## src/rtl/pipe_stage_ctl.sv

```systemverilog
// pipe_stage_ctl: DEPTH back-to-back pipeline register stages carrying a
// datapath bundle and a control bundle, each tagged with a valid bit.
// Supports stall (hold), flush (squash to bubble), a live occupancy count
// and a saturating stall-cycle counter for the hazard unit and debug.
// A stage that holds a bubble always carries an all-zero control bundle,
// so no store, register write or halt can leak out of a squashed slot.
module pipe_stage_ctl #(
  parameter int DATA_W = 64,
  parameter int CTRL_W = 16,
  parameter int DEPTH  = 2,
  parameter int CNT_W  = 16
) (
  input  logic                       clk,
  input  logic                       rst,
  input  logic                       in_valid,
  input  logic [DATA_W-1:0]          in_data,
  input  logic [CTRL_W-1:0]          in_ctrl,
  input  logic                       stall,
  input  logic                       flush,
  input  logic                       cnt_clr,
  output logic                       out_valid,
  output logic [DATA_W-1:0]          out_data,
  output logic [CTRL_W-1:0]          out_ctrl,
  output logic [$clog2(DEPTH+1)-1:0] occupancy,
  output logic [CNT_W-1:0]           stall_cnt
);

  localparam int OCC_W = $clog2(DEPTH + 1);

  // Elaboration-time sanity checks on the configuration.
  if ((DEPTH < 1) || (DEPTH > 8)) begin : g_bad_depth
    $error("pipe_stage_ctl: DEPTH must be within 1..8");
  end
  if (DATA_W < 1) begin : g_bad_data_w
    $error("pipe_stage_ctl: DATA_W must be at least 1");
  end
  if (CTRL_W < 1) begin : g_bad_ctrl_w
    $error("pipe_stage_ctl: CTRL_W must be at least 1");
  end

  // Stage storage; index 0 is the entry stage, DEPTH-1 drives the outputs.
  logic [DEPTH-1:0]             valid_r;
  logic [DEPTH-1:0][CTRL_W-1:0] ctrl_r;
  logic [DEPTH-1:0][DATA_W-1:0] data_r;
  logic [CNT_W-1:0]             stall_cnt_r;
  logic [OCC_W-1:0]             occ_s;
  logic [CTRL_W-1:0]            in_ctrl_gated_s;

  // Gate the incoming control bundle so a bubble never enters with live control.
  always_comb begin
    in_ctrl_gated_s = {CTRL_W{1'b0}};
    if (in_valid) begin
      in_ctrl_gated_s = in_ctrl;
    end else begin
      in_ctrl_gated_s = {CTRL_W{1'b0}};
    end
  end

  // Stage registers: flush squashes, stall holds, otherwise shift by one stage.
  always_ff @(posedge clk or negedge rst) begin
    if (!rst) begin
      valid_r <= '0;
      ctrl_r  <= '0;
      data_r  <= '0;
    end else if (flush) begin
      // Data is deliberately left untouched; only valid and control are squashed.
      valid_r <= '0;
      ctrl_r  <= '0;
    end else if (stall) begin
      valid_r <= valid_r;
      ctrl_r  <= ctrl_r;
      data_r  <= data_r;
    end else begin
      valid_r[0] <= in_valid;
      ctrl_r[0]  <= in_ctrl_gated_s;
      data_r[0]  <= in_data;
      for (int k = 1; k < DEPTH; k++) begin
        valid_r[k] <= valid_r[k-1];
        ctrl_r[k]  <= ctrl_r[k-1];
        data_r[k]  <= data_r[k-1];
      end
    end
  end

  // Stall-cycle counter: clear wins, then saturating increment on a real stall.
  always_ff @(posedge clk or negedge rst) begin
    if (!rst) begin
      stall_cnt_r <= {CNT_W{1'b0}};
    end else if (cnt_clr) begin
      stall_cnt_r <= {CNT_W{1'b0}};
    end else if (stall && !flush && (stall_cnt_r != {CNT_W{1'b1}})) begin
      stall_cnt_r <= stall_cnt_r + CNT_W'(1);
    end else begin
      stall_cnt_r <= stall_cnt_r;
    end
  end

  // Occupancy is the popcount of the stage valid bits.
  always_comb begin
    occ_s = {OCC_W{1'b0}};
    for (int i = 0; i < DEPTH; i++) begin
      occ_s = occ_s + OCC_W'(valid_r[i]);
    end
  end

  assign out_valid = valid_r[DEPTH-1];
  assign out_ctrl  = ctrl_r[DEPTH-1];
  assign out_data  = data_r[DEPTH-1];
  assign occupancy = occ_s;
  assign stall_cnt = stall_cnt_r;

endmodule

```

## config.mk

```make
export PLATFORM = sky130hd
export DESIGN_NAME = pipe_stage_ctl
export DESIGN_NICKNAME = d
export VERILOG_FILES = /design/src/rtl/pipe_stage_ctl.sv
export SDC_FILE = /design/constraint.sdc
export NUM_CORES = 1
export LEC_CHECK = 0
export ABC_AREA = 1
export ABC_CLOCK_PERIOD_IN_PS = 1770
export CAP_MARGIN = 10
export CORE_MARGIN = 3
export CORE_UTILIZATION = 36
export DETAILED_ROUTE_END_ITERATION = 8
export GPL_TIMING_DRIVEN = 0
export PLACE_DENSITY = 0.66
export SYNTH_ARGS = -nofsm -noshare
export SYNTH_HDL_FRONTEND = slang
export SYNTH_SLANG_ARGS = --single-unit
```

## constraint.sdc

```tcl
create_clock -name clk -period 1.77 [get_ports clk]
set_input_delay 0.354 -clock clk [delete_from_list [all_inputs] [get_ports clk]]
set_output_delay 0.354 -clock clk [all_outputs]
set_load 0.01 [all_outputs]
```

After elaboration in Yosys (flattened, before gate mapping):

Cells that the tools add are included.

* add/sub/neg operators: 2
* equality and inequality tests: 2
* multiplexer cells: 7
* bitwise operators: 2
* reductions and logical operators: 5

Operators by type and width (count)
* two-way mux 32 bit: 2
* two-way mux 16 bit: 3
* adder 16 x 1 -> 16 bit, second input constant: 1
* != test 16 bit, second input constant: 1
* two-way mux 2 bit: 2
* adder 1 x 1 -> 2 bit: 1
* logical AND 1 bit: 2
* != test 2 x 1 -> 1 bit, second input constant: 1
* NOT 1 bit: 2
* AND reduction 2 bit: 1
* nonzero test 2 bit: 1
* logical NOT 1 bit: 1

* bits in registers: 178
* bits of input ports: 86
* output and inout port bits: 99
* logic and storage cells: 24

Logic depth before layout (Yosys ltp):

* depth in word-level cells: 5
* mapped depth: 10
* mapped depth without buffers: 9

Least setup slack after synthesis:

OpenSTA, ideal clock, no wires.

* kind: register -> register
* start: reg stall_cnt_r[0], in the netlist stall_cnt[0]
* end: reg stall_cnt_r[11], in the netlist stall_cnt[11]
* library setup time: 65 ps
* data arrival time: 1487 ps
* required time: 1705 ps
* slack: 218 ps
* cell stages (with the launch flop): 11
* buffers on the path: 1
* path through: dfrtp_1 ha_1 nand2_1 nor2_2 nand2_2 nor2_4 nor2_4 nor2_4 buf_6 nand2_1 nand2_1

* cells in the longest elaborated chain, start to end: 3
* elaborated cells on any way between the ends: 6
* classes of those cells: add/sub (1); eq/ne (1); mux (2); reduce/logical (2)

RTL lines
* start, declared: line 45 `logic [CNT_W-1:0] stall_cnt_r;`
* start signal, assigned: line 88 `stall_cnt_r <= {CNT_W{1'b0}};`
* start signal, assigned: line 90 `stall_cnt_r <= {CNT_W{1'b0}};`
* start signal, assigned: line 92 `stall_cnt_r <= stall_cnt_r + CNT_W'(1);`
* adder 16 x 1 -> 16 bit or != test 16 bit (tied branches): line 92, 91
* two-way mux 16 bit or logical AND 1 bit (tied branches): line 91 `end else if (stall && !flush && (stall_cnt_r != {CNT_W{1'b1}})) begin`
* two-way mux 16 bit or nonzero test 2 bit (tied branches)

Parallel ways exist; a longest one is shown, timed or not. The select of a mux whose other input is x is not followed.
A chain may end at the register's enable or synchronous reset.

Worst setup path after layout:

* start: reg valid_r[1]
* end: out occupancy[0]

* cells in the longest elaborated chain, start to end: 1

RTL lines
* start, declared: line 42 `logic [DEPTH-1:0] valid_r;`
* start signal, assigned: line 70 `valid_r <= valid_r;`
* start signal, assigned by index: line 78 `valid_r[k] <= valid_r[k-1];`
* adder 1 x 1 -> 2 bit: line 102 `occ_s = occ_s + OCC_W'(valid_r[i]);`
* end, declared: line 24 `output logic [$clog2(DEPTH+1)-1:0] occupancy,`

No other way between the ends.

==> impl_metrics.yaml <==
yosys:
  synth-xor-area-share: 0.003423
  netlist_area_sq_um: 7676
  synth_compound_area_frac: 0.02673
  yosys-top-cells-area: "dfrtp_1 58%, nand2_1 22%, buf_4 7.8%"
  ys_seq_elements: 178
  ys_seq_area_frac: 0.5803
  synth.avg_cell_area_sq_um: 8.558
  muxShareOfSynthArea: 0
  netlist_instances: 897
  synth.largest_area_cell: "dfrtp_1"
  synthesis.nets: 985
  synth_adder_area_share: 0.003260
  ys_warn_count: 0
  synth_top_area_share: 0.5803
  synthSimpleGateAreaFrac: 0.2714
  yosysUniqueCellTypes: 25
  synth_top_family_by_area: "simple AND/OR/NAND/NOR gates"
timing:
  layout_setup_ws_ns: 0.06042
  holdWs_ns: 0.3781
  max_freq_mhz: 584.9
  tightest_slew_ns: 0.6112
  finalSetupViolations: 0
  post-route-period-util: 0.9659
  setup_tns_ns: 0
  relSlewSlack: 0.5925
  hold_viol_final: 0
  min_period_ns: 1.710
  fin_worst_skew_ns: 0.007360
  drv_slew: 0
place:
  dp_slack_ns: -0.5869
  place_area_sq_um: 9878
  dp_hpwl_um: 13090
  gp_congestion: 0.7830
  port_buffers: 183
  dpl.cell_count: 1351
routing:
  drt-pass1-iter-count: 4
  wl_um: 18880
  antenna_left: 0
  drc: 0
  wire_per_inst_um: 13.48
  drt_iter0_drc: 284
  routed-via-count: 6119
  via_per_inst: 4.368
power_and_ir_drop:
  sw_frac_of_total: 0.2770
  intPower_mw: 7.294
  powerDensity_nw_per_um2: 957.9
  ir_worst_vdd_mv: 0.6115
  p_comb_frac: 0.170
  switchingPower_mw: 2.794
  pwr-share-clk: 0.361
  totalPowerFinal_mw: 10.09
  seq_power_share: 0.470
  leakagePower_nw: 5.696
worst_setup_path:
  cpPeakStageDelay_ns: 0.41
  r2r-end: "stall_cnt[1]"
  end_kind: "primary output"
  critPathLaunchType: "flip-flop"
  crit_chain: "ha_1, clkdlybuf4s15_1"
  r2r_start: "stall_cnt[0]"
  reg2reg_depth: 10
  critPathArrivalTime_ns: 1.36
  path_class: "flip-flop to primary output"
  startpoint: "valid_r[1]"
  r2r_slack_ns: 0.10
  crit_fanout: 3
  critical_path.endpoint: "occupancy[0]"
  cpMaxStageDelayCell: "dfrtp_1"
  worstPathRequired_ns: 1.42
finish:
  fin_cells: 1401
  area_delta_synth_final_pct: 37.20
  layout-drive-gt1-share: 0.1477
  design_area_sq_um: 10530
  antenna_cells: 0
  fill_cells: 2016
  layout.nets: 1206
  final_util: 0.5122
global_routing:
  grt_pass1_vias: 5986
  overflow: 0
  grt_usage: 0.1672
  antenna_found_initial: 0
  grt_pass1_wl_um: 31260
  grt_max_degree: 101
floorplanning:
  core_sq_um: 20560
  die_w_um: 152.0
  ios: 185
  num_rows: 52
  start_util: 0.3734
  die_h_um: 152.0
  die-area_sq_um: 23110
clock_network:
  cts_sinks: 178
  clk_latency_ns: 0.43
  path_clk_slew_ns: 0.07
  cts_tree: "done"
  htreeDepth: 4
  numCtsBuffers: 17
  cts_max_path_buffers: 2
  root_buffer: "clkbuf_16"
hold_path:
  hold_path.class: "input port to flip-flop"
  min_from: "in_valid"
flow_run:
  drv_cap: 0
outcome:
  status: "finished, final reports clean"
## worst max-delay path: cells and delay by family (launching register included)
| kind | cells | cell delay [ns] |
|---|---|---|
| flip-flops | 1 | 0.41 |
| buffers and inverters | 1 | 0.23 |
| adder cells (fa/ha/maj) | 1 | 0.29 |
## state kept, by name (all words and copies together) (netlist names)
name / flops
data_r: 64
out_data: 64
ctrl_r: 16
out_ctrl: 16
stall_cnt: 16
valid_r: 2
## placed cells by master, fill, tap and decap left out, types with 2 or more instances in the layout
master / count
dlygate4sd2_1: 85
inv_1: 27
clkinv_2: 2
nor2_1: 14
dlymetal6s2s_1: 6
buf_4: 98
nand4_1: 8
clkbuf_1: 22
clkinv_4: 3
o21ai_1: 2
nand3_1: 33
clkbuf_4: 2
dfrtp_1: 171
inv_2: 4
o21ai_0: 33
nor2_4: 6
xor2_1: 3
clkdlybuf4s50_1: 90
clkbuf_2: 5
dfrtp_2: 7
buf_2: 5
clkinv_8: 2
nand3b_1: 2
a21oi_1: 6
inv_8: 3
buf_6: 2
clkbuf_16: 17
inv_6: 4
nand2_1: 455
## routing by layer
layer	up-vias	track usage	wire length (um)
met2	139	0.2627	8683
met3	25	0.03840	803
met4	0	0.05908	462
li1	3122	-	-
met1	2833	0.2290	8931
met5	-	0	0
## logic make-up after synthesis
group	after synthesis
simple gates	523
xor+xnor	3
compound gates	41
buf+inv	150
flops	178
fa+ha+maj	2
## synth_stat cells, drive strengths merged
master / number
nor3: 1
ha: 2
a21oi: 6
o21ai: 35
nand3b: 2
dfrtp: 178
inv: 31
nand2: 456
or2: 2
nand4: 8
xor2: 3
nand3: 33
clkbuf: 27
clkinv: 1
nor2: 21
buf: 91
## power groups by stage
stage | logic [mW] | registers [mW] | clock network (mW)
2_1_floorplan | 0.957 | 4.76 | 0
3_3_place_gp | 1.86 | 4.81 | 0
3_5_place_dp | 1.90 | 4.81 | 0
4_1_cts | 1.74 | 4.74 | 3.73
5_1_grt | 1.92 | 4.80 | 3.94
6_report | 1.71 | 4.74 | 3.64
## worst min-delay path by stage
stage	endpoint	slack [ns]	cells past startpoint
floorplan	ctrl_r[0]	0.06	0
global placement	out_data[53]	0.45	2
detailed placement	out_data[27]	0.38	1
CTS	ctrl_r[5]	0.36	3
global route	ctrl_r[0]	0.39	3
finish	ctrl_r[5]	0.38	3
## final cells by class
cell class | count | area [sq um] | share of cell area
flip-flops and latches | 178 | 4463 | 0.4238
clock inverters | 15 | 145.1 | 0.01378
clock buffers | 17 | 425.4 | 0.04039
well taps | 270 | 337.8 | 0.03208
multi-input cells | 569 | 2347 | 0.2229
repair buffers | 202 | 1911 | 0.1814
inverters | 32 | 120.1 | 0.01141
plain buffers | 118 | 782.0 | 0.07425
## what timing repair did
action	in CTS	in global routing
setup endpoints to repair	148	22
hold buffers	1	0
resized for setup	100	14
gates cloned	0	1
pin swaps	1	3
hold endpoints to repair	78	0
buffers inserted	8	8
(Power assumes the default switching activity.)
